## src/rtl/apix_link_scheduler_pkg.sv

```systemverilog
`default_nettype none
// ============================================================================
// Package   : apix_link_pkg
// Purpose   : Shared constants, framer state encoding and CRC helper for the
//             APIX link scheduler.
// Contents  : SYNC_BYTE, TYPE_PIX, TYPE_CTRL, IDLE_BYTE, apix_state_e,
//             frame_crc()
// Revision  : 1.0 - initial release
// ============================================================================
package apix_link_pkg;

  localparam logic [7:0] SYNC_BYTE = 8'hFF;
  localparam logic [7:0] TYPE_PIX  = 8'h01;
  localparam logic [7:0] TYPE_CTRL = 8'h02;
  localparam logic [7:0] IDLE_BYTE = 8'h00;

  typedef enum logic [2:0] {
    IDLE = 3'd0,
    SYNC = 3'd1,
    TYPE = 3'd2,
    DATA = 3'd3,
    CRC  = 3'd4
  } apix_state_e;

  // Frame check byte: XOR of TYPE and the three payload bytes (SYNC excluded).
  function automatic logic [7:0] frame_crc(input logic [7:0] type_byte,
                                           input logic [23:0] payload);
    return type_byte ^ payload[23:16] ^ payload[15:8] ^ payload[7:0];
  endfunction

endpackage
`default_nettype wire

```

## src/rtl/apix_link_scheduler_if.sv

```systemverilog
`default_nettype none
// ============================================================================
// Interface : apix_link_scheduler_if
// Purpose   : Bundles the two requester handshakes and the serializer byte
//             handshake of the APIX link scheduler.
// Signals   : pix_valid/pix_data/pix_ready   - pixel requester
//             ctrl_valid/ctrl_data/ctrl_ready - sideband control requester
//             link_byte/link_valid/link_ready - byte stream to serializer
// Modports  : master - scheduler side; slave - requester/serializer side
// Revision  : 1.0 - initial release
// ============================================================================
interface apix_link_scheduler_if;

  logic        pix_valid;
  logic [23:0] pix_data;
  logic        pix_ready;
  logic        ctrl_valid;
  logic [23:0] ctrl_data;
  logic        ctrl_ready;
  logic [7:0]  link_byte;
  logic        link_valid;
  logic        link_ready;

  modport master (
    input  pix_valid, pix_data, ctrl_valid, ctrl_data, link_ready,
    output pix_ready, ctrl_ready, link_byte, link_valid
  );

  modport slave (
    output pix_valid, pix_data, ctrl_valid, ctrl_data, link_ready,
    input  pix_ready, ctrl_ready, link_byte, link_valid
  );

endinterface
`default_nettype wire

```

## src/rtl/apix_link_scheduler_arb.sv

```systemverilog
`default_nettype none
// ============================================================================
// Module    : apix_sched_arb
// Purpose   : Per-frame grant between pixel and control requesters. Pixel wins
//             by default; control wins when pixel is idle or after CTRL_SLOT
//             consecutive pixel grants taken while control was waiting.
// Ports     : clk, rst_n (async, active-low)
//             en          - scheduler able to accept a frame this cycle
//             pix_valid   - pixel request
//             ctrl_valid  - control request
//             grant_pix   - pixel granted (combinational)
//             grant_ctrl  - control granted (combinational)
// Params    : CTRL_SLOT   - max consecutive pixel grants while ctrl pending
// Revision  : 1.0 - initial release
// ============================================================================
module apix_sched_arb #(
  parameter int CTRL_SLOT = 8
) (
  input  logic clk,
  input  logic rst_n,
  input  logic en,
  input  logic pix_valid,
  input  logic ctrl_valid,
  output logic grant_pix,
  output logic grant_ctrl
);

  localparam int            CW     = $clog2(CTRL_SLOT + 1);
  localparam logic [CW-1:0] C_SLOT = CW'(CTRL_SLOT);

  logic [CW-1:0] r_starve;
  logic          w_ctrl_win;
  logic          w_any_grant;

  assign w_ctrl_win  = ctrl_valid & (~pix_valid | (r_starve == C_SLOT));
  assign grant_ctrl  = en & w_ctrl_win;
  assign grant_pix   = en & pix_valid & ~w_ctrl_win;
  assign w_any_grant = grant_ctrl | grant_pix;

  // Counts pixel grants that overtook a waiting control word. Any grant seen
  // with control idle means nobody was starved, so the count restarts.
  always_ff @(posedge clk or negedge rst_n) begin
    if (!rst_n) begin
      r_starve <= '0;
    end else if (grant_ctrl || (w_any_grant && !ctrl_valid)) begin
      r_starve <= '0;
    end else if (grant_pix && (r_starve != C_SLOT)) begin
      r_starve <= r_starve + CW'(1);
    end
  end

endmodule
`default_nettype wire

```

## src/rtl/apix_link_scheduler.sv

```systemverilog
`default_nettype none
// ============================================================================
// Module    : apix_link_scheduler
// Purpose   : Shares the APIX serial link between the pixel stream and the
//             sideband control channel. One requester is granted per frame;
//             the framer then emits SYNC(0xFF), TYPE, 3 payload bytes (MSB
//             first) and an XOR CRC byte to the link serializer.
// Ports     : clk, rst_n (async, active-low)
//             link        - apix_link_scheduler_if.master (requesters + link)
//             busy        - frame in progress
//             frame_done  - pulse the cycle after the CRC byte is taken
//             frames_sent - saturating count of completed frames
// Params    : CTRL_SLOT   - max consecutive pixel frames while ctrl pending
//             CNT_W       - width of frames_sent
// Options   : APIX_IDLE_FILL_EN - drive 0x00 fill bytes with link_valid=1
//             while idle and no grant is being made.
// Revision  : 1.0 - initial release
// ============================================================================
module apix_link_scheduler
  import apix_link_pkg::*;
#(
  parameter int CTRL_SLOT = 8,
  parameter int CNT_W     = 16
) (
  input  logic                  clk,
  input  logic                  rst_n,
  apix_link_scheduler_if.master link,
  output logic                  busy,
  output logic                  frame_done,
  output logic [CNT_W-1:0]      frames_sent
);

  apix_state_e r_state;
  apix_state_e w_state_nxt;

  logic [7:0]       r_type;
  logic [23:0]      r_payload;
  logic [7:0]       r_crc;
  logic [1:0]       r_idx;
  logic [1:0]       w_idx_nxt;
  logic             r_frame_done;
  logic [CNT_W-1:0] r_frames_sent;

  logic       w_arb_en;
  logic       w_grant_pix;
  logic       w_grant_ctrl;
  logic       w_grant;
  logic       w_take;
  logic       w_crc_take;
  logic       w_link_valid;
  logic [7:0] w_link_byte;

  // No grant while reset is held, so the requester readies stay low.
  assign w_arb_en = rst_n & (r_state == IDLE);

  apix_sched_arb #(
    .CTRL_SLOT (CTRL_SLOT)
  ) u_arb (
    .clk        (clk),
    .rst_n      (rst_n),
    .en         (w_arb_en),
    .pix_valid  (link.pix_valid),
    .ctrl_valid (link.ctrl_valid),
    .grant_pix  (w_grant_pix),
    .grant_ctrl (w_grant_ctrl)
  );

  assign w_grant         = w_grant_pix | w_grant_ctrl;
  assign link.pix_ready  = w_grant_pix;
  assign link.ctrl_ready = w_grant_ctrl;
  assign w_take          = w_link_valid & link.link_ready;

  // --------------------------------------------------------------------------
  // Framer FSM: state register
  // --------------------------------------------------------------------------
  always_ff @(posedge clk or negedge rst_n) begin
    if (!rst_n) begin
      r_state <= IDLE;
    end else begin
      r_state <= w_state_nxt;
    end
  end

  // --------------------------------------------------------------------------
  // Framer FSM: next state and link outputs. The link byte is a pure function
  // of registered state, so it cannot change while the serializer stalls.
  // --------------------------------------------------------------------------
  always_comb begin
    w_state_nxt  = r_state;
    w_idx_nxt    = r_idx;
    w_link_valid = 1'b0;
    w_link_byte  = IDLE_BYTE;
    w_crc_take   = 1'b0;
    case (r_state)
      IDLE: begin
`ifdef APIX_IDLE_FILL_EN
        // A fill byte is abandoned the moment a grant is made.
        w_link_valid = rst_n & ~w_grant;
`endif
        if (w_grant) begin
          w_state_nxt = SYNC;
        end
      end
      SYNC: begin
        w_link_valid = 1'b1;
        w_link_byte  = SYNC_BYTE;
        if (w_take) begin
          w_state_nxt = TYPE;
        end
      end
      TYPE: begin
        w_link_valid = 1'b1;
        w_link_byte  = r_type;
        if (w_take) begin
          w_state_nxt = DATA;
          w_idx_nxt   = 2'd0;
        end
      end
      DATA: begin
        w_link_valid = 1'b1;
        case (r_idx)
          2'd0:    w_link_byte = r_payload[23:16];
          2'd1:    w_link_byte = r_payload[15:8];
          default: w_link_byte = r_payload[7:0];
        endcase
        if (w_take) begin
          if (r_idx == 2'd2) begin
            w_state_nxt = CRC;
          end else begin
            w_idx_nxt = r_idx + 2'd1;
          end
        end
      end
      CRC: begin
        w_link_valid = 1'b1;
        w_link_byte  = r_crc;
        if (w_take) begin
          w_state_nxt = IDLE;
          w_crc_take  = 1'b1;
        end
      end
      default: begin
        w_state_nxt = IDLE;
      end
    endcase
  end

  // --------------------------------------------------------------------------
  // Payload / CRC capture and frame statistics
  // --------------------------------------------------------------------------
  always_ff @(posedge clk or negedge rst_n) begin
    if (!rst_n) begin
      r_type        <= IDLE_BYTE;
      r_payload     <= '0;
      r_crc         <= '0;
      r_idx         <= '0;
      r_frame_done  <= 1'b0;
      r_frames_sent <= '0;
    end else begin
      r_idx        <= w_idx_nxt;
      r_frame_done <= w_crc_take;
      if (w_grant) begin
        r_type    <= w_grant_ctrl ? TYPE_CTRL : TYPE_PIX;
        r_payload <= w_grant_ctrl ? link.ctrl_data : link.pix_data;
        r_crc     <= frame_crc(w_grant_ctrl ? TYPE_CTRL : TYPE_PIX,
                               w_grant_ctrl ? link.ctrl_data : link.pix_data);
      end
      if (w_crc_take && (r_frames_sent != {CNT_W{1'b1}})) begin
        r_frames_sent <= r_frames_sent + CNT_W'(1);
      end
    end
  end

  assign link.link_valid = w_link_valid;
  assign link.link_byte  = w_link_byte;
  assign busy            = (r_state != IDLE);
  assign frame_done      = r_frame_done;
  assign frames_sent     = r_frames_sent;

endmodule
`default_nettype wire

```

## src/flat_wrapper.sv

```systemverilog
// flat-port wrapper written by rule: the top's interface ports become plain ports
module apix_link_scheduler_flat import apix_link_pkg::*;
#(
  parameter int CTRL_SLOT = 8,
  parameter int CNT_W     = 16
)
  (clk, rst_n, busy, frame_done, frames_sent, link_pix_valid, link_pix_data, link_ctrl_valid, link_ctrl_data, link_link_ready, link_pix_ready, link_ctrl_ready, link_link_byte, link_link_valid);
  apix_link_scheduler_if link_i ();
  input  logic clk;
  input  logic rst_n;
  output logic busy;
  output logic frame_done;
  output logic [CNT_W-1:0] frames_sent;
  input wire logic [$bits(link_i.pix_valid)-1:0] link_pix_valid;
  input wire logic [$bits(link_i.pix_data)-1:0] link_pix_data;
  input wire logic [$bits(link_i.ctrl_valid)-1:0] link_ctrl_valid;
  input wire logic [$bits(link_i.ctrl_data)-1:0] link_ctrl_data;
  input wire logic [$bits(link_i.link_ready)-1:0] link_link_ready;
  output wire logic [$bits(link_i.pix_ready)-1:0] link_pix_ready;
  output wire logic [$bits(link_i.ctrl_ready)-1:0] link_ctrl_ready;
  output wire logic [$bits(link_i.link_byte)-1:0] link_link_byte;
  output wire logic [$bits(link_i.link_valid)-1:0] link_link_valid;
  assign link_i.pix_valid = link_pix_valid;
  assign link_i.pix_data = link_pix_data;
  assign link_i.ctrl_valid = link_ctrl_valid;
  assign link_i.ctrl_data = link_ctrl_data;
  assign link_i.link_ready = link_link_ready;
  assign link_pix_ready = link_i.pix_ready;
  assign link_ctrl_ready = link_i.ctrl_ready;
  assign link_link_byte = link_i.link_byte;
  assign link_link_valid = link_i.link_valid;
  apix_link_scheduler #(.CTRL_SLOT(CTRL_SLOT), .CNT_W(CNT_W)) u_core (.clk(clk), .rst_n(rst_n), .link(link_i), .busy(busy), .frame_done(frame_done), .frames_sent(frames_sent));
endmodule
```

## config.mk

```make
export PLATFORM = sky130hd
export DESIGN_NAME = apix_link_scheduler_flat
export DESIGN_NICKNAME = d
export VERILOG_FILES = /design/src/rtl/apix_link_scheduler_pkg.sv /design/src/rtl/apix_link_scheduler_if.sv /design/src/rtl/apix_link_scheduler_arb.sv /design/src/rtl/apix_link_scheduler.sv /design/src/flat_wrapper.sv
export SDC_FILE = /design/constraint.sdc
export NUM_CORES = 1
export LEC_CHECK = 0
export CAP_MARGIN = 25
export CORE_AREA = 8 8 124 126
export CTS_BUF_LIST = sky130_fd_sc_hd__clkbuf_4
export CTS_CLUSTER_SIZE = 28
export DETAILED_ROUTE_END_ITERATION = 7
export DIE_AREA = 0 0 132 134
export PLACE_DENSITY = 0.45
export SYNTH_ARGS = -nofsm -noshare
export SYNTH_HDL_FRONTEND = slang
export SYNTH_SLANG_ARGS = --single-unit
```

## constraint.sdc

```tcl
create_clock -name clk -period 3.06 [get_ports clk]
set_input_delay 0.612 -clock clk [delete_from_list [all_inputs] [get_ports clk]]
set_output_delay 0.612 -clock clk [all_outputs]
set_load 0.01 [all_outputs]
```

### Word-level counts from Yosys, hierarchy flattened

Index checks and enable logic that the tools add are counted.

| cells by class | value |
|---|---|
| reduce and logical (&&, ||, !) cells | 13 |
| bitwise operators | 13 |
| multiplexer cells | 20 |
| equality and inequality tests | 16 |
| $add $sub $neg | 3 |

Operators with widths:

| operator | number |
|---|---|
| 8-bit one-hot mux with 4 select lines | 1 |
| 24-bit two-way mux | 1 |
| 8-bit XOR | 3 |
| 3-bit two-way mux | 6 |
| 16-bit by 1-bit adder with 16-bit output (second input constant) | 1 |
| 16-bit != test (second input constant) | 1 |
| 8-bit one-hot mux with 2 select lines | 1 |
| 3-bit one-hot mux with 5 select lines | 1 |
| 2-bit by 1-bit != test with 1-bit output (second input constant) | 5 |
| 2-bit two-way mux | 4 |
| 4-bit two-way mux | 2 |
| 1-bit bitwise AND | 6 |
| 3-bit by 2-bit equality test with 1-bit output (second input constant) | 2 |
| 6-bit AND reduction | 1 |
| 4-bit by 1-bit adder with 4-bit output (second input constant) | 1 |
| 4-bit equality test (second input constant) | 1 |
| 2-bit != test (second input constant) | 2 |
| 4-bit != test (second input constant) | 1 |
| 2-bit one-hot mux with 2 select lines | 1 |
| 4-bit AND reduction | 1 |
| 2-bit nonzero test | 2 |
| 4-bit OR reduction | 1 |
| 3-bit by 1-bit equality test with 1-bit output (second input constant) | 1 |
| 3-bit equality test (second input constant) | 1 |
| 12 further kinds | 18 |

| word-level totals | value |
|---|---|
| input bits | 53 |
| output and inout bits | 29 |
| bits in registers | 66 |

### Longest topological paths before layout

Gate-level depths: netlist of run 1.

| logic depth | value |
|---|---|
| depth after elaboration | 9 |
| mapped depth | 8 |
| mapped depth without buffers | 6 |

### By module

A second synthesis of run 1 with hierarchy kept.

| second synthesis, totals | value |
|---|---|
| cell total of the unflattened synthesis | 364 |
| area, all modules | 3528.4 um2 |

Modules (own cells, without submodules):

| module | cells each | area an instance (um2) | instances | sequential area each (um2) |
|---|---|---|---|---|
| apix_link_scheduler | 331 | 3260.6 | 1 | 1401.3 |
| apix_sched_arb | 33 | 267.8 | 1 | 100.1 |

### Worst setup path after synthesis of run 1

Ideal clock, no wire load.

| path | value |
|---|---|
| kind | reg2out |
| start | reg u_core.r_idx[0] |
| end | out link_link_byte[0] |
| stages on the path, launching flop included | 8 |
| required time | 2.448 ns |
| arrival | 1.553 ns |
| setup slack | 0.895 ns |
| path through | dfrtp_1 > inv_1 > ha_1 > clkbuf_1 > nor2_1 > a21o_1 > a22oi_1 > o22ai_1 |

| on the way | value |
|---|---|
| cells in the longest elaborated chain, start to end | 3 |
| elaborated cells on any way between the ends | 4 |
| those cells by class | eq/ne: 1; mux: 2; reduce/logical: 1 |

RTL lines:

| item | RTL line | source |
|---|---|---|
| from (decl) | apix_link_scheduler.sv:39 | `logic [1:0] r_idx;` |
| from (signal assigned) | apix_link_scheduler.sv:160 | `r_idx <= w_idx_nxt;` |
| 2-bit by 1-bit equality test with 1-bit output / 2-bit logical NOT (equally long branches) | apix_link_scheduler.sv:121 | `case (r_idx)` |
| 8-bit one-hot mux with 2 select lines * | apix_link_scheduler.sv:121 |  |
| 8-bit one-hot mux with 4 select lines * | apix_link_scheduler.sv:94 | `case (r_state)` |
| to (decl) | flat_wrapper.sv:21 | `output wire logic [$bits(link_i.link_byte)-1:0] link_link_byte;` |

Mark *: on every way between the ends. The rest lies on a longest branch, timed or not.

### Final worst setup path of run 1

| path | value |
|---|---|
| start | reg u_core.r_idx[1] |
| end | out link_link_byte[1] |

Same word-level chain as after synthesis.

==> metrics.txt, run 1 <==
# TYPE chip_impl_metric gauge
chip_impl_info{name="outcome",value="finished clean"} 1
chip_impl_metric{name="gpl.final_weighted_congestion",unit=""} 0.832
chip_impl_metric{name="io-pin-count",unit=""} 82
chip_impl_metric{name="final_sum_of_negative_setup_slack",unit="ns"} 0
chip_impl_metric{name="cts.hold.buffers_added",unit=""} 0
chip_impl_metric{name="tightestPinTransition",unit="ns"} 0.785
chip_impl_metric{name="seq_area_frac_synth",unit=""} 0.427
chip_impl_metric{name="placed_cell_area",unit="sq mm"} 0.00453
chip_impl_metric{name="first_global_vias",unit=""} 3091
chip_impl_info{name="startpoint_type",value="flop"} 1
chip_impl_metric{name="clkSinkCount",unit=""} 60
chip_impl_metric{name="cp.required",unit="ns"} 2.45
chip_impl_info{name="tritoncts",value="built"} 1
chip_impl_metric{name="count_of_flip_flops_with_a_built_in_enable_after_synthesis",unit=""} 0
chip_impl_metric{name="irDropWorstVdd",unit="uV"} 257
chip_impl_metric{name="initial_core_util",unit=""} 0.260
chip_impl_metric{name="final_layout_size_suffix_gt1_frac",unit=""} 0.0852
chip_impl_metric{name="die_w",unit="microns"} 132
chip_impl_metric{name="overflow",unit=""} 0
chip_impl_metric{name="drt_pre_antenna_iters",unit=""} 4
chip_impl_metric{name="fmax",unit="MHz"} 345
chip_impl_metric{name="grt_usage",unit=""} 0.104
chip_impl_metric{name="finalNetCount",unit=""} 500
chip_impl_metric{name="post_layout_nonfiller_instances",unit=""} 626
chip_impl_metric{name="final_period_minus_worst_setup_slack",unit="ns"} 2.90
chip_impl_metric{name="detail_route.vias_per_cell",unit=""} 4.57
chip_impl_metric{name="min_period_over_period",unit=""} 0.947
chip_impl_info{name="crit_path_end_kind",value="primary output"} 1
chip_impl_metric{name="tritoncts.num_buffers",unit=""} 9
chip_impl_metric{name="clock_insertion_delay_worst_skew",unit="ns"} 0.39
chip_impl_metric{name="final_design_area_no_fill",unit="sq mm"} 0.00473
chip_impl_metric{name="dr.first_iter.drc_count",unit=""} 167
chip_impl_metric{name="power.total",unit="mW"} 3.32
chip_impl_metric{name="die-height",unit="microns"} 134
chip_impl_metric{name="netlist_area",unit="sq mm"} 0.00351
chip_impl_metric{name="clk_pin_slew",unit="ns"} 0.12
chip_impl_metric{name="cts_htree_levels",unit=""} 3
chip_impl_info{name="clock_tree.root_cell",value="clkbuf_4"} 1
chip_impl_metric{name="hpwl",unit="microns"} 6920
chip_impl_metric{name="floorplan.core_area",unit="sq mm"} 0.0135
chip_impl_metric{name="routedWlPerCell",unit="microns"} 14.7
chip_impl_metric{name="antenna_found_initial",unit=""} 0
chip_impl_metric{name="via_count",unit=""} 2862
chip_impl_metric{name="cell_count_after_synthesis",unit=""} 358
chip_impl_info{name="timing.setup.critical_path_class",value="reg2out"} 1
chip_impl_metric{name="power_density",unit="mW/mm^2"} 701
chip_impl_metric{name="post-place-cells",unit=""} 609
chip_impl_metric{name="drv.max_cap_violation_count",unit=""} 0
chip_impl_metric{name="die_area",unit="sq mm"} 0.0177
chip_impl_metric{name="drv_slew",unit=""} 0
chip_impl_metric{name="grt_pass1_wl",unit="microns"} 15000
chip_impl_metric{name="power.leakage",unit="nW"} 2.15
chip_impl_metric{name="yosys_warnings",unit=""} 0
chip_impl_metric{name="final_core_utilization",unit=""} 0.351
chip_impl_info{name="synth_ff_type",value="dfrtp_1"} 1
chip_impl_metric{name="ys_seq_elements",unit=""} 60
chip_impl_metric{name="core.rowCount",unit=""} 43
chip_impl_metric{name="num_antenna_cells",unit=""} 0
chip_impl_metric{name="layout-area-overhead-vs-synth",unit="%"} 34.7
chip_impl_metric{name="cts_max_path_buffers",unit=""} 2
chip_impl_metric{name="worst_clock_skew",unit="ns"} 0.0125
chip_impl_metric{name="synth_cell_types",unit=""} 41
chip_impl_info{name="hold_class",value="in2async"} 1
chip_impl_metric{name="place.port_buffers",unit=""} 81
chip_impl_metric{name="worst_slew_margin",unit=""} 0.477
chip_impl_metric{name="remaining_drc_errors",unit=""} 0
chip_impl_metric{name="synth_async_sr_flop_share",unit=""} 1.00
chip_impl_metric{name="critPathMaxFanout",unit=""} 9
chip_impl_metric{name="drt.antenna.violating_nets",unit=""} 0
chip_impl_metric{name="hold_viol_final",unit=""} 0
chip_impl_metric{name="maximum_number_of_pins_on_one_net_before_global_route_repair",unit=""} 67
chip_impl_metric{name="data_arrival_time_of_the_critical_path",unit="ns"} 2.28
chip_impl_info{name="unrepaired_setup_endpoints_after_global_routing",value="no"} 1
chip_impl_metric{name="finalWirelength",unit="microns"} 9190
chip_impl_metric{name="timing.final.setup_violations",unit=""} 0
chip_impl_metric{name="synth.net_count",unit=""} 417
chip_impl_metric{name="post_synth.cell_area_avg",unit="sq um"} 9.81
==> worst paths after layout <==
| path | from | endpoint | slack [ns] | cells after the start |
|---|---|---|---|---|
| setup / recovery | u_core.r_idx[1] | link_link_byte[1] | 0.16 | 7 |
| hold / removal | rst_n | u_core.frames_sent[3] | 0.42 | 2 |
| setup reg to reg | u_core.r_state[0] | u_core.frames_sent[10] | 0.93 | 5 |
| hold reg to reg | u_core.r_payload[14] | u_core.r_payload[14] | 0.49 | 2 |
| max in group asynchronous | rst_n | u_core.r_payload[14] | 2.09 | 2 |
| min in group clk | u_core.r_payload[14] | u_core.r_payload[14] | 0.49 | 2 |
==> cells by family (layout without fill, tap and decap cells) <==
kind of cell             count (synthesis)  after routing  synth area share
buffers and inverters                   27            115            0.0399
XOR/XNOR                                45             45             0.112
flip-flops                              60             60             0.427
multiplexers                            36             36             0.104
AND/OR/NAND/NOR                        104            104             0.153
adder cells (fa/ha/maj)                  6              6            0.0214
AO/OA/AOI/OAI                           80             80             0.142
==> metal layers <==
layer,global-route usage,vias to the layer above,share of wire
li1,-,1448,-
met1,0.119,1337,0.45
met2,0.178,71,0.49
met3,0.0337,6,0.057
met4,0.0345,0,0.0075
met5,0,-,0
==> what timing repair did <==
action | CTS | global route
setup endpoints to repair | 4 | 8
resized for setup | 1 | 6
buffers inserted | 0 | 1
==> report_power, final <==
part	internal [mW]	leakage (nW)	switching, mW	total, mW
clock network	0.341	0.0842	0.308	0.649
logic	0.728	1.29	0.663	1.39
registers	1.07	0.773	0.213	1.28
total	2.13	2.15	1.18	3.32
==> sequential cells by signal, summed over array words and instances (netlist names) <==
register,count
u_core.frame_done,1
u_core.r_crc,8
u_core.r_payload,24
u_core.r_type,2
u_core.r_idx,2
u_core.frames_sent,16
u_core.r_state,3
u_core.u_arb.r_starve,4
==> cells in the mapped netlist (4+ instances only) <==
master | n | share of area
dfrtp_1 | 60 | 0.43
nand2_1 | 46 | 0.049
xnor2_1 | 41 | 0.10
mux2i_1 | 33 | 0.094
o21ai_1 | 29 | 0.041
nand3_1 | 15 | 0.021
a21oi_1 | 11 | 0.016
nor2_1 | 11 | 0.012
clkbuf_1 | 9 | 0.0096
a22oi_1 | 8 | 0.017
inv_1 | 7 | 0.0075
o21ai_0 | 7 | 0.010
a32o_1 | 6 | 0.017
and4_1 | 6 | 0.015
ha_1 | 6 | 0.021
nand4_1 | 5 | 0.0089
nor2b_1 | 5 | 0.0089
a22o_1 | 4 | 0.010
and3_1 | 4 | 0.0071
buf_2 | 4 | 0.0057
buf_6 | 4 | 0.013
xor2_1 | 4 | 0.010
==> layout by cell type, fill, tap and decap left out, drive strengths merged, types with 2 or more instances in the layout <==
cell           netlist  final
o22ai                2      2
o2111ai              3      3
a22oi                8      8
o21ai               36     36
nor2b                5      5
o211ai               3      3
nor2                11     11
inv                  7      7
xor2                 4      4
clkinv               0      3
nand3b               2      2
a22o                 4      4
a32o                 6      6
and4                 6      6
bufinv               0      2
mux2                 3      3
buf                 11     12
o21a                 2      2
nor3                 2      2
mux2i               33     33
clkbuf               9     10
xnor2               41     41
a31oi                3      3
a21oi               11     11
nand4                5      5
and3                 4      4
clkdlybuf4s50        0     80
nand2               46     46
a21o                 2      2
nand3               15     15
dfrtp               60     60
nor4b                2      2
ha                   6      6
==> metrics by stage <==
step	hold WS [ns]	setup WS, ns
6_report	0.422	0.164
2_1_floorplan	0.316	0.895
4_1_cts	0.458	0.00920
3_3_place_gp	0.467	0.476
5_1_grt	0.468	0.00237
3_5_place_dp	0.477	0.412
==> critical path, stage by stage, from the launching register on <==
cell and delay, ns:
dfrtp_1 0.42, inv_1 0.15, ha_4 0.21, a22o_1 0.15, a21o_1 0.10, a22oi_1 0.06
o22ai_1 0.23, clkdlybuf4s50_1 0.59
==> cell type report <==
cell class | count | area, sq um
fill | 1431 | 8770
multi-input combinational | 271 | 1920
sequential | 60 | 1500
timing repair buffer | 92 | 901
tap | 180 | 225
clock inverter | 6 | 88.8
clock buffer | 10 | 75.1
inverter | 7 | 26.3
Power figures use the tool's default switching activity.
==> run 2: changes to the inputs <==
==> constraint.sdc (replaced) <==
create_clock -name clk -period 3.06 [get_ports clk]
set_input_delay 0.459 -clock clk [delete_from_list [all_inputs] [get_ports clk]]
set_output_delay 0.459 -clock clk [all_outputs]
set_load 0.01 [all_outputs]
==> run 2 against run 1 <==
Net effect:
- first-iteration DRC count down 3.6%
- wire length down 5.8%
- highest routed layer unchanged
- critical path depth down 3
==> metrics.txt, run 2 (synthesis gave the netlist of run 1 again) <==
# TYPE chip_impl_metric gauge
chip_impl_metric{name="dr.first_iter.drc_count",unit=""} 161
chip_impl_metric{name="final_sum_of_negative_setup_slack",unit="ns"} 0
chip_impl_metric{name="routedWlPerCell",unit="microns"} 13.9
chip_impl_info{name="startpoint_type",value="flop"} 1
chip_impl_metric{name="critPathMaxFanout",unit=""} 11
chip_impl_metric{name="place_ws",unit="ns"} 0.488
chip_impl_metric{name="power_density",unit="mW/mm^2"} 676
chip_impl_metric{name="initial_core_util",unit=""} 0.260
chip_impl_metric{name="drv.max_cap_violation_count",unit=""} 0
chip_impl_metric{name="floorplan.core_area",unit="sq mm"} 0.0135
chip_impl_info{name="most_frequent_standard_cell_in_the_layout_excluding_fill_and_tap_cells",value="clkdlybuf4s50_1"} 1
chip_impl_info{name="unrepaired_setup_endpoints_after_global_routing",value="no"} 1
chip_impl_metric{name="first_global_vias",unit=""} 2938
chip_impl_info{name="top_register",value="u_core.r_payload"} 1
chip_impl_info{name="critPathTopFamily",value="buffers and inverters"} 1
chip_impl_metric{name="wp_buf_inv",unit=""} 2
chip_impl_metric{name="worst_slew_margin",unit=""} 0.482
chip_impl_metric{name="finalWirelength",unit="microns"} 8660
chip_impl_info{name="tritoncts",value="built"} 1
chip_impl_metric{name="post_layout_nonfiller_instances",unit=""} 621
chip_impl_metric{name="slowest_delay",unit="ns"} 0.56
chip_impl_info{name="highest_count_cells_in_the_layout_ignoring_fill_and_taps",value="80 x clkdlybuf4s50_1, 60 x dfrtp_1, 46 x nand2_1, 41 x xnor2_1, 33 x mux2i_1"} 1
chip_impl_metric{name="antenna_found_initial",unit=""} 0
chip_impl_metric{name="cp.required",unit="ns"} 2.60
chip_impl_metric{name="num_antenna_cells",unit=""} 0
chip_impl_metric{name="placed_cell_area",unit="sq mm"} 0.00453
chip_impl_metric{name="io-pin-count",unit=""} 82
chip_impl_metric{name="worst_clock_skew",unit="ns"} 0.0183
chip_impl_metric{name="power.total",unit="mW"} 3.14
chip_impl_info{name="routed.top_layer",value="met4"} 1
chip_impl_metric{name="die_area",unit="sq mm"} 0.0177
chip_impl_metric{name="clock_insertion_delay_worst_skew",unit="ns"} 0.40
chip_impl_info{name="hold_class",value="in2async"} 1
chip_impl_metric{name="post-place-cells",unit=""} 607
chip_impl_metric{name="combined_area_of_the_multi_input_logic_cells",unit="sq mm"} 0.00189
chip_impl_metric{name="final_design_area_no_fill",unit="sq mm"} 0.00465
chip_impl_metric{name="tightestPinTransition",unit="ns"} 0.776
chip_impl_metric{name="hold_viol_final",unit=""} 0
chip_impl_metric{name="hold_slack",unit="ns"} 0.296
chip_impl_metric{name="clkSinkCount",unit=""} 60
chip_impl_info{name="outcome",value="finished clean"} 1
chip_impl_metric{name="min_period_over_period",unit=""} 0.943
chip_impl_metric{name="largest_register_ffs",unit=""} 24
chip_impl_metric{name="layout-area-overhead-vs-synth",unit="%"} 32.4
chip_impl_metric{name="routed_wire_length_on_met2",unit="microns"} 3740
chip_impl_info{name="timing.setup.critical_path_class",value="reg2out"} 1
chip_impl_metric{name="place.port_buffers",unit=""} 81
chip_impl_metric{name="maximum_number_of_pins_on_one_net_before_global_route_repair",unit=""} 67
chip_impl_metric{name="grt_pass1_wl",unit="microns"} 14600
chip_impl_metric{name="irDropWorstVdd",unit="uV"} 257
chip_impl_metric{name="seqCellArea",unit="sq mm"} 0.00150
chip_impl_metric{name="grt_usage",unit=""} 0.101
chip_impl_metric{name="routedLengthMet1",unit="microns"} 4260
chip_impl_metric{name="core.rowCount",unit=""} 43
chip_impl_metric{name="overflow",unit=""} 0
chip_impl_metric{name="die_w",unit="microns"} 132
chip_impl_info{name="r2r-start",value="u_core.r_state[2]"} 1
chip_impl_metric{name="drv_slew",unit=""} 0
chip_impl_metric{name="drt.antenna.violating_nets",unit=""} 0
chip_impl_info{name="crit_path_cell_trace",value="nor4b_4 > o211ai_1 > inv_1 > clkdlybuf4s50_1"} 1
chip_impl_info{name="cp-startpoint",value="u_core.r_state[2]"} 1
chip_impl_info{name="crit_path_end_kind",value="primary output"} 1
chip_impl_metric{name="clk_pin_slew",unit="ns"} 0.11
chip_impl_metric{name="timing.final.setup_violations",unit=""} 0
chip_impl_info{name="clock_tree.root_cell",value="clkbuf_4"} 1
chip_impl_metric{name="final_layout_size_suffix_gt1_frac",unit=""} 0.0680
chip_impl_metric{name="hpwl",unit="microns"} 6550
chip_impl_metric{name="power.leakage",unit="nW"} 2.12
chip_impl_metric{name="final_period_minus_worst_setup_slack",unit="ns"} 2.89
chip_impl_metric{name="detail_route.vias_per_cell",unit=""} 4.53
chip_impl_metric{name="tritoncts.num_buffers",unit=""} 9
chip_impl_metric{name="data_arrival_time_of_the_critical_path",unit="ns"} 2.43
chip_impl_metric{name="cts_htree_levels",unit=""} 3
chip_impl_metric{name="gpl.final_weighted_congestion",unit=""} 0.815
chip_impl_metric{name="die-height",unit="microns"} 134
chip_impl_metric{name="drt_pre_antenna_iters",unit=""} 4
chip_impl_metric{name="fmax",unit="MHz"} 346
chip_impl_info{name="cp_slowest_cell",value="dfrtp_1"} 1
chip_impl_metric{name="finalNetCount",unit=""} 497
chip_impl_metric{name="final_critical_path_setup_slack",unit="ns"} 0.173
chip_impl_metric{name="dr_wl_met3",unit="microns"} 530
chip_impl_metric{name="cts_max_path_buffers",unit=""} 2
chip_impl_metric{name="via_count",unit=""} 2815
chip_impl_metric{name="final_core_utilization",unit=""} 0.344
chip_impl_metric{name="nFillCells",unit=""} 1386
chip_impl_metric{name="remaining_drc_errors",unit=""} 0
## run 2: changes by cell type in the layout (fill, tap and decap cells not counted), sizes merged
cell | previous run | this run
buf | 12 | 9
bufinv | 2 | 1
clkinvlp | 1 | 0
## run 2: metal layers
metal / vias up / GRT usage
met1: 1286 / 0.126
li1: 1439 / -
met4: 0 / 0.0377
met2: 79 / 0.157
met5: - / 0
met3: 11 / 0.0359
## run 2: power breakdown
part	leakage (nW)	total (mW)	internal, mW	switching [mW]
Sequential	0.773	1.26	1.07	0.194
Combinational	1.28	1.36	0.699	0.660
Clock	0.0672	0.524	0.244	0.281
## run 2: area by class of cell
type / count / area share
clock buffers: 10 / 0.0161
clock inverters: 4 / 0.00914
inverters: 7 / 0.00565
multi-input cells: 271 / 0.406
flip-flops and latches: 60 / 0.323
well taps: 180 / 0.0484
repair buffers: 89 / 0.192
## run 2: path summary, 6_finish.rpt
check	slack [ns]	to	cells after the start
max reg2reg	0.79	u_core.frames_sent[10]	5
max in group asynchronous	2.25	u_core.r_type[0]	2
min in group clk	0.49	u_core.r_crc[0]	2
min	0.30	u_core.frames_sent[5]	2
min reg2reg	0.49	u_core.r_crc[0]	2
max	0.17	link_ctrl_ready	4
## run 2: timing repair
action                                  4_1_cts  5_1_grt
gates resized for setup                       0        3
endpoints found under the hold margin         0        0
setup buffers                                 0        0
hold buffers                                  0        0
endpoints found under the setup margin        0        9
## run 2: worst register-to-register path, stage by stage (launching register included)
cell and delay (ns):
dfrtp_1 0.64, buf_4 0.25, nand4bb_1 0.30, nor3_1 0.41, and4_1 0.24, mux2_2 0.32
==> run 3: changes to the inputs <==
--- a/config.mk
+++ b/config.mk
@@ -5,9 +5,8 @@
 export SDC_FILE = /design/constraint.sdc
 export NUM_CORES = 1
 export LEC_CHECK = 0
-export CAP_MARGIN = 25
+export CAP_MARGIN = 20
 export CORE_AREA = 8 8 124 126
-export CTS_BUF_LIST = sky130_fd_sc_hd__clkbuf_4
 export CTS_CLUSTER_SIZE = 28
 export DETAILED_ROUTE_END_ITERATION = 7
 export DIE_AREA = 0 0 132 134
==> run 3 against run 2 <==
Net effect:
- worst hold slack improved by 0.093 ns
- register-to-register slack about the same
- clock power increased by 90%
- die area unchanged
- final cell count unchanged
- core utilization increased by 1.3 points
- global-route usage about the same
- largest cell class unchanged
==> metrics.txt, run 3 (synthesis gave the netlist of run 1 again) <==
# TYPE chip_impl_metric gauge
chip_impl_metric{name="power_density",unit="mW/mm^2"} 749
chip_impl_metric{name="floorplan.core_area",unit="sq mm"} 0.0135
chip_impl_metric{name="hpwl",unit="microns"} 6550
chip_impl_metric{name="irDropWorstVdd",unit="uV"} 256
chip_impl_metric{name="core.rowCount",unit=""} 43
chip_impl_metric{name="via_count",unit=""} 2802
chip_impl_metric{name="worst_clock_skew",unit="ns"} 0.00634
chip_impl_metric{name="final_core_utilization",unit=""} 0.357
chip_impl_metric{name="finalWirelength",unit="microns"} 8690
chip_impl_metric{name="place.port_buffers",unit=""} 81
chip_impl_metric{name="final_critical_path_setup_slack",unit="ns"} 0.188
chip_impl_metric{name="cts.hold.buffers_added",unit=""} 0
chip_impl_info{name="startpoint_type",value="flop"} 1
chip_impl_metric{name="die_w",unit="microns"} 132
chip_impl_metric{name="io-pin-count",unit=""} 82
chip_impl_metric{name="detail_route.vias_per_cell",unit=""} 4.51
chip_impl_metric{name="final_period_minus_worst_setup_slack",unit="ns"} 2.87
chip_impl_metric{name="final_layout_size_suffix_gt1_frac",unit=""} 0.0658
chip_impl_metric{name="first_global_vias",unit=""} 2924
chip_impl_metric{name="routedWlPerCell",unit="microns"} 14.0
chip_impl_metric{name="timing.final.setup_violations",unit=""} 0
chip_impl_metric{name="cts_htree_levels",unit=""} 3
chip_impl_metric{name="clk_pin_slew",unit="ns"} 0.05
chip_impl_metric{name="finalNetCount",unit=""} 497
chip_impl_metric{name="post-place-cells",unit=""} 607
chip_impl_metric{name="tightestPinTransition",unit="ns"} 0.785
chip_impl_metric{name="post_layout_nonfiller_instances",unit=""} 621
chip_impl_metric{name="final_sum_of_negative_setup_slack",unit="ns"} 0
chip_impl_info{name="hold_class",value="in2async"} 1
chip_impl_metric{name="clock_insertion_delay_worst_skew",unit="ns"} 0.32
chip_impl_metric{name="num_antenna_cells",unit=""} 0
chip_impl_metric{name="worst_slew_margin",unit=""} 0.476
chip_impl_metric{name="dr.first_iter.drc_count",unit=""} 144
chip_impl_metric{name="power.leakage",unit="nW"} 2.20
chip_impl_info{name="crit_path_end_kind",value="primary output"} 1
chip_impl_metric{name="grt_pass1_wl",unit="microns"} 14600
chip_impl_info{name="tritoncts",value="built"} 1
chip_impl_metric{name="clkSinkCount",unit=""} 60
chip_impl_metric{name="min_period_over_period",unit=""} 0.938
chip_impl_metric{name="cts_max_path_buffers",unit=""} 2
chip_impl_metric{name="fmax",unit="MHz"} 348
chip_impl_metric{name="largest_register_ffs",unit=""} 24
chip_impl_metric{name="grt_usage",unit=""} 0.101
chip_impl_metric{name="initial_core_util",unit=""} 0.260
chip_impl_metric{name="gpl.final_weighted_congestion",unit=""} 0.815
chip_impl_info{name="top_register",value="u_core.r_payload"} 1
chip_impl_metric{name="hold_viol_final",unit=""} 0
chip_impl_metric{name="drv_slew",unit=""} 0
chip_impl_info{name="highest_count_cells_in_the_layout_ignoring_fill_and_taps",value="80 x clkdlybuf4s50_1, 60 x dfrtp_1, 46 x nand2_1, 41 x xnor2_1, 33 x mux2i_1"} 1
chip_impl_metric{name="drt.antenna.violating_nets",unit=""} 0
chip_impl_metric{name="cts_resized",unit=""} 0
chip_impl_info{name="clock_tree.root_cell",value="clkbuf_16"} 1
chip_impl_info{name="timing.setup.critical_path_class",value="reg2out"} 1
chip_impl_metric{name="layout-area-overhead-vs-synth",unit="%"} 37.2
chip_impl_info{name="outcome",value="finished clean"} 1
chip_impl_metric{name="drt_pre_antenna_iters",unit=""} 4
chip_impl_metric{name="place_ws",unit="ns"} 0.488
chip_impl_metric{name="tritoncts.num_buffers",unit=""} 9
chip_impl_info{name="most_frequent_standard_cell_in_the_layout_excluding_fill_and_tap_cells",value="clkdlybuf4s50_1"} 1
chip_impl_metric{name="remaining_drc_errors",unit=""} 0
chip_impl_metric{name="die-height",unit="microns"} 134
chip_impl_metric{name="antenna_found_initial",unit=""} 0
chip_impl_metric{name="drv.max_cap_violation_count",unit=""} 0
chip_impl_metric{name="data_arrival_time_of_the_critical_path",unit="ns"} 2.41
chip_impl_metric{name="cp.required",unit="ns"} 2.60
chip_impl_metric{name="maximum_number_of_pins_on_one_net_before_global_route_repair",unit=""} 67
chip_impl_metric{name="die_area",unit="sq mm"} 0.0177
chip_impl_metric{name="critPathMaxFanout",unit=""} 9
chip_impl_metric{name="overflow",unit=""} 0
chip_impl_metric{name="post-cts-setup-buffers",unit=""} 0
-- run 3: cell types whose count changed in the layout (fill, tap and decap cells not counted), sizes merged --
cell / change
clkinv: -2
clkbuf: +2
-- run 3: area by class of cell --
class                      count  area (sq um)
tap                          180           225
clock buffer                  12           256
fill                        1368          8680
timing repair buffer          89           891
clock inverter                 2          35.0
multi-input combinational    271          1890
inverter                       7          26.3
sequential                    60          1500
-- run 3: power breakdown --
group	total (mW)	switching [mW]	internal [mW]
logic	1.35	0.653	0.694
registers	1.27	0.195	1.07
clock network	0.997	0.333	0.663
total	3.61	1.18	2.43
-- run 3: per-stage QoR --
| stage | power (mW) | hold WS [ns] | instance area [sq um] |
|---|---|---|---|
| 2_1_floorplan | 2.05 | 0.163 | 3510 |
| 3_3_place_gp | 2.63 | 0.467 | 4530 |
| 3_5_place_dp | 2.65 | 0.474 | 4530 |
| 4_1_cts | 3.67 | 0.425 | 4820 |
| 5_1_grt | 3.90 | 0.465 | 4820 |
| 6_report | 3.61 | 0.389 | 4820 |
-- run 3: worst max-delay path: stages, from the launching register on --
cell and delay (ns):
dfrtp_1 0.41, inv_1 0.10, ha_1 0.40, nor2_1 0.13, buf_4 0.19, nand2_1 0.06
nand3_1 0.07, a32o_1 0.24, clkdlybuf4s50_1 0.49
-- run 3: metal layers --
metal / track usage / share of wire
met5: 0 / 0
met4: 0.0415 / 0.019
met3: 0.0337 / 0.061
met2: 0.157 / 0.42
met1: 0.127 / 0.50
-- run 3: worst paths after layout --
kind | slack, ns | from | depth (start not counted) | end
max | 0.19 | u_core.r_idx[1] | 8 | link_link_byte[2]
min | 0.39 | rst_n | 2 | u_core.frames_sent[5]
max reg2reg | 0.79 | u_core.r_state[2] | 5 | u_core.frames_sent[10]
min reg2reg | 0.48 | u_core.r_crc[0] | 2 | u_core.r_crc[0]
max in group asynchronous | 2.16 | rst_n | 2 | u_core.r_crc[2]
min in group clk | 0.48 | u_core.r_crc[0] | 2 | u_core.r_crc[0]
